### src/rtl/add16_arb_pkg.sv
// Shared types and helpers for the add16 arbiter slice.
// Optional overflow flag output is enabled by defining ADD16_ARB_OVF_EN.
package add16_arb_pkg;

  localparam int WORD_W = 16;
  localparam int MAXREQ = 8;

  typedef enum logic [1:0] {
    IDLE = 2'd0,
    CALC = 2'd1,
    RESP = 2'd2
  } arb_state_e;

  // Round-robin pick: first set bit after `last`, wrapping modulo n.
  function automatic int rr_pick(
    input logic [MAXREQ-1:0] req,
    input int                n,
    input int                last
  );
    int  g;
    int  idx;
    logic hit;
    g   = 0;
    hit = 1'b0;
    for (int k = 1; k <= MAXREQ; k++) begin
      idx = (last + k) % n;
      if (k <= n && !hit && req[idx[2:0]]) begin
        hit = 1'b1;
        g   = idx;
      end
    end
    return g;
  endfunction

endpackage

### src/rtl/add_16_bit.sv
// Shared 16-bit adder datapath.
// Sum wraps modulo 2^16; no carry out.
module add_16_bit (
  input  logic [15:0] a,
  input  logic [15:0] b,
  output logic [15:0] sum
);

  assign sum = a + b;

endmodule

### src/rtl/rr_picker.sv
// Combinational round-robin priority encoder.
// Searches from last+1 upward, wrapping modulo NREQ.
module rr_picker
  import add16_arb_pkg::*;
#(
  parameter int NREQ = 4,
  parameter int IDW  = $clog2(NREQ)
) (
  input  logic [NREQ-1:0] req,
  input  logic [IDW-1:0]  last,
  output logic [IDW-1:0]  grant,
  output logic            any
);

  logic [MAXREQ-1:0] req_w;

  // Pad to the helper's fixed width and pick the winner.
  always_comb begin
    req_w            = '0;
    req_w[NREQ-1:0]  = req;
    grant            = IDW'(rr_pick(req_w, NREQ, int'(last)));
    any              = |req;
  end

endmodule

### src/rtl/add16_arbiter.sv
// Round-robin arbiter sharing one add_16_bit among NREQ requesters.
// Define ADD16_ARB_OVF_EN to add the registered rsp_ovf output.
module add16_arbiter
  import add16_arb_pkg::*;
#(
  parameter  int NREQ = 4,
  localparam int IDW  = $clog2(NREQ)
) (
  input  logic                 clk,
  input  logic                 rst_n,
  input  logic [NREQ-1:0]      req_valid,
  output logic [NREQ-1:0]      req_ready,
  input  logic [NREQ*16-1:0]   req_a,
  input  logic [NREQ*16-1:0]   req_b,
  output logic                 rsp_valid,
  input  logic                 rsp_ready,
  output logic [IDW-1:0]       rsp_id,
`ifdef ADD16_ARB_OVF_EN
  output logic                 rsp_ovf,
`endif
  output logic [WORD_W-1:0]    rsp_sum
);

  arb_state_e        state;
  logic [WORD_W-1:0] op_a;
  logic [WORD_W-1:0] op_b;
  logic [WORD_W-1:0] sum;
  logic [IDW-1:0]    op_id;
  logic [IDW-1:0]    last;
  logic [IDW-1:0]    grant;
  logic              any;
  logic              take;

  rr_picker #(
    .NREQ (NREQ),
    .IDW  (IDW)
  ) u_pick (
    .req   (req_valid),
    .last  (last),
    .grant (grant),
    .any   (any)
  );

  add_16_bit u_add (
    .a   (op_a),
    .b   (op_b),
    .sum (sum)
  );

  assign take = (state == IDLE) && any;

`ifdef ADD16_ARB_OVF_EN
  logic ovf;
  assign ovf = (op_a[15] == op_b[15])
            && (sum[15] != op_a[15]);
`endif

  // Only the picked requester sees ready, and only while idle.
  always_comb begin
    req_ready = '0;
    if (take) req_ready[grant] = 1'b1;
  end

  // Accept -> compute -> hold response until consumed.
  always_ff @(posedge clk or negedge rst_n) begin
    if (!rst_n) begin
      state     <= IDLE;
      op_a      <= '0;
      op_b      <= '0;
      op_id     <= '0;
      last      <= IDW'(NREQ - 1);
      rsp_valid <= 1'b0;
      rsp_id    <= '0;
      rsp_sum   <= '0;
`ifdef ADD16_ARB_OVF_EN
      rsp_ovf   <= 1'b0;
`endif
    end else begin
      unique case (state)
        IDLE: begin
          if (take) begin
            op_a  <= req_a[grant*WORD_W +: WORD_W];
            op_b  <= req_b[grant*WORD_W +: WORD_W];
            op_id <= grant;
            last  <= grant;
            state <= CALC;
          end
        end
        CALC: begin
          rsp_sum   <= sum;
          rsp_id    <= op_id;
`ifdef ADD16_ARB_OVF_EN
          rsp_ovf   <= ovf;
`endif
          rsp_valid <= 1'b1;
          state     <= RESP;
        end
        RESP: begin
          if (rsp_ready) begin
            rsp_valid <= 1'b0;
            state     <= IDLE;
          end
        end
        default: begin
          rsp_valid <= 1'b0;
          state     <= IDLE;
        end
      endcase
    end
  end

endmodule

### config.mk
export PLATFORM = sky130hd
export DESIGN_NAME = add16_arbiter
export DESIGN_NICKNAME = d
export VERILOG_FILES = /design/src/rtl/add16_arb_pkg.sv /design/src/rtl/add_16_bit.sv /design/src/rtl/rr_picker.sv /design/src/rtl/add16_arbiter.sv
export SDC_FILE = /design/constraint.sdc
export NUM_CORES = 1
export LEC_CHECK = 0
export ABC_AREA = 1
export CAP_MARGIN = 30
export CORE_MARGIN = 3
export CORE_UTILIZATION = 43
export CTS_CLUSTER_DIAMETER = 30
export DETAILED_ROUTE_END_ITERATION = 10
export PLACE_DENSITY = 0.78
export SYNTH_ARGS = -nofsm -noshare
export SYNTH_HDL_FRONTEND = slang
export SYNTH_HIERARCHICAL = 1
export SYNTH_SLANG_ARGS = --single-unit
export TNS_END_PERCENT = 30
### constraint.sdc
create_clock -name clk -period 1.8 [get_ports clk]
set_input_delay 0.18 -clock clk [delete_from_list [all_inputs] [get_ports clk]]
set_output_delay 0.18 -clock clk [all_outputs]
set_load 0.05 [all_outputs]
==> flow_metrics.env <==
export IMPL_yosysMostFrequentCell="nand2_1"
export IMPL_yosysSeqAreaShare_pct=28.7
export IMPL_worstPathRequired_ns=1.62
export IMPL_die_area_mm2=0.0129
export IMPL_ys_flop_type="dfrtp_1"
export IMPL_area_growth_pct=51.1
export IMPL_regToRegEndpoint="op_b[4]"
export IMPL_clock_path_buffers=2
export IMPL_cts_tree="yes"
export IMPL_final_net_count=1176
export IMPL_antenna_found_initial=0
export IMPL_violations="setup timing"
export IMPL_die_width_um=114
export IMPL_synthCells=843
export IMPL_start_util_pct=45.0
export IMPL_grt_max_degree=37
export IMPL_clkLatencyLatePin_ns=0.32
export IMPL_insertedDiodeCount=0
export IMPL_regToRegStartpoint="last[0]"
export IMPL_finalHoldViolations=0
export IMPL_drt_wl_total_um=14700
export IMPL_htreeDepth=3
export IMPL_multi_input_area_mm2=0.00283
export IMPL_cp_start_kind="flop"
export IMPL_critical_path_arrival_ns=2.20
export IMPL_drt_pass1_iterations=6
export IMPL_worst_pin_slew_ns=0.634
export IMPL_crit_end="req_ready[3]"
export IMPL_io_buffers=157
export IMPL_max_cap_viol_count=0
export IMPL_drc=0
export IMPL_syn_nets=994
export IMPL_syn_cell_area_mm2=0.00498
export IMPL_crit_family="simple AND/OR/NAND/NOR gates"
export IMPL_final_max_slew_viol_count=0
export IMPL_design_core_area_mm2=0.0111
export IMPL_layout_min_cycle_time_ns=2.38
export IMPL_crit_chain="clkinv_4 -> nand2_1 -> nand2_2 -> nand2_4 -> nand2_4 -> nor2_8 -> nand4_1 -> nand2_4 -> inv_2 -> buf_8 -> nor2_4 -> buf_12"
export IMPL_synth_edf_count=0
export IMPL_rrSetupSlack_ns=-0.56
export IMPL_slowest_delay_ns=0.60
export IMPL_status="finished with violations"
export IMPL_fin_setup_tns_ns=-18.77
export IMPL_placementRows=38
export IMPL_clk_pin_slew_ns=0.05
export IMPL_layout_worst_path_cycle_share_pct=132
export IMPL_ys_top_cells_by_count="389 x nand2_1, 170 x inv_1, 94 x nand3_1"
export IMPL_grt_total_usage_pct=21.8
export IMPL_fin_hold_ws_ns=0.367
export IMPL_die_height_um=114
export IMPL_async_flop_share_pct=100
export IMPL_final_core_util_pct=67.9
export IMPL_root_buffer="clkbuf_16"
export IMPL_fillers=991
export IMPL_max_freq_ghz=0.420
export IMPL_post_route_cells_drive_above_1_share_pct=14.8
export IMPL_wire_per_inst_um=12.6
export IMPL_ios=158
export IMPL_ys_ff_latch=57
export IMPL_crit_type="flop to primary output"
export IMPL_crit_path_end_kind="primary output"
export IMPL_antenna_left=0
export IMPL_crit_buf_inv=4
export IMPL_worstPathMaxFanout=15
export IMPL_avgViaCountPerCell=4.67
export IMPL_setup_viol=40
export IMPL_r2r_cells=15
export IMPL_min_delay_path_class="input pin to asynchronous set/reset pin"
export IMPL_overflow=0
export IMPL_max_slew_margin_rel_pct=57.6
export IMPL_regArea_mm2=0.00143
export IMPL_grt_pass1_wl_um=23000
export IMPL_fin_ws_ns=-0.584
export IMPL_first_global_vias=5017
export IMPL_clock_skew_ns=0.00521
export IMPL_yosysTopAreaCell="nand2_1"
export IMPL_critical_path_depth=12
export IMPL_cp_startpoint="last[0]"
export IMPL_cp_common_cell="nand2_4"
export IMPL_rsz0062_at_grt="true"
export IMPL_cts_buffers=9
export IMPL_syn_area_per_cell_um2=5.91
export IMPL_synth_area_leaders="nand2_1 29%, dfrtp_1 28%, inv_1 13%"
export IMPL_routabilityCongestion=0.909
export IMPL_yosysWarnings=6
export IMPL_synth_cell_types=33
export IMPL_crit_path_top_delay_cell="dfstp_2"
export IMPL_num_vias=5468
export IMPL_cts_sinks=57
export IMPL_drtIter0Drc=403
export IMPL_synth_top_area_share_pct=29.3
export IMPL_place_hpwl_um=10700
metal layers:
metal	vias up	routed length (um)	part of all wire [%]	global-route usage (%)
met5	-	0	0	0
met4	0	255	1.7	6.09
met3	22	1020	6.9	5.68
met2	177	7100	48	36.8
met1	2426	6360	43	27.5
li1	2843	-	-	-
cell type report:
cell class                      instances  share of cell area (%)
Multi-Input combinational cell        574                    37.6
Tap cell                              140                    2.33
Timing Repair Buffer                  205                    28.1
Clock inverter                          3                   0.532
Sequential cell                        57                    19.0
Inverter                              178                    9.03
Clock buffer                           13                    3.46
state kept, by name (all words and copies together) (netlist names):
register	count
op_id	2
rsp_valid	1
rsp_sum	16
op_a	16
last	2
op_b	16
rsp_id	2
state	2
cell usage in the layout (no fill, tap or decap), types with 5 or more instances in the layout:
master and count:
ha_4 6, nand2_4 7, nand2_1 379, clkbuf_16 12
clkdlybuf4s50_1 136, buf_4 48, inv_2 7, nand3_1 92
nand2_2 25, a21oi_1 5, dfrtp_1 55, inv_1 168
ha_1 6, buf_12 11, xor2_1 6, o21ai_0 6
nor2_1 12
worst register-to-register path: stages (launching register included):
cell and delay [ns]:
dfstp_2 0.60, buf_4 0.14, nand2_1 0.05, nand2_2 0.09, nand2_4 0.07, buf_4 0.14
a31oi_4 0.13, nand3_2 0.12, buf_4 0.15, buf_4 0.13, buf_4 0.16, buf_12 0.15
nand3_1 0.10, nand2_1 0.09, nand2_1 0.07, nand2_1 0.05
per-stage QoR:
step,worst slack [ns],std cells,cell area [um2]
after floorplan,-0.367,843,5050
after global placement,-0.310,1131,6790
after detailed placement,-0.368,1131,6790
after CTS,-0.541,1156,7240
after global routing,-0.678,1170,7530
final,-0.584,1170,7530
worst min path at each step:
stage | from | to | slack, ns | cells after the start
floorplan | rst_n | op_a[0] | -0.12 | 0
global placement | rst_n | rsp_id[1] | 0.17 | 2
detailed placement | rst_n | rsp_id[1] | 0.17 | 2
CTS | rst_n | rsp_id[1] | 0.38 | 3
global route | rst_n | rsp_id[1] | 0.42 | 3
finish | rst_n | rsp_id[1] | 0.37 | 3
kinds of logic after synthesis:
| family | share of synthesized area, % |
|---|---|
| XOR/XNOR | 1.41 |
| AND/OR/NAND/NOR | 46.1 |
| adder cells (fa/ha/maj) | 4.17 |
| flip-flops | 28.7 |
| buffers and inverters | 18.2 |
| AO/OA/AOI/OAI | 1.51 |
what timing repair did:
action / CTS / global route
setup buffers: 6 / 13
endpoints found under the setup margin: 45 / 48
pin swaps: 3 / 8
hold buffers: 1 / 0
hold endpoints to repair: 55 / 0
resized for setup: 12 / 26
gates cloned: 2 / 3
Power is not shown: default switching activity piles up to over one toggle a cycle in this logic, so the estimate is an artifact.
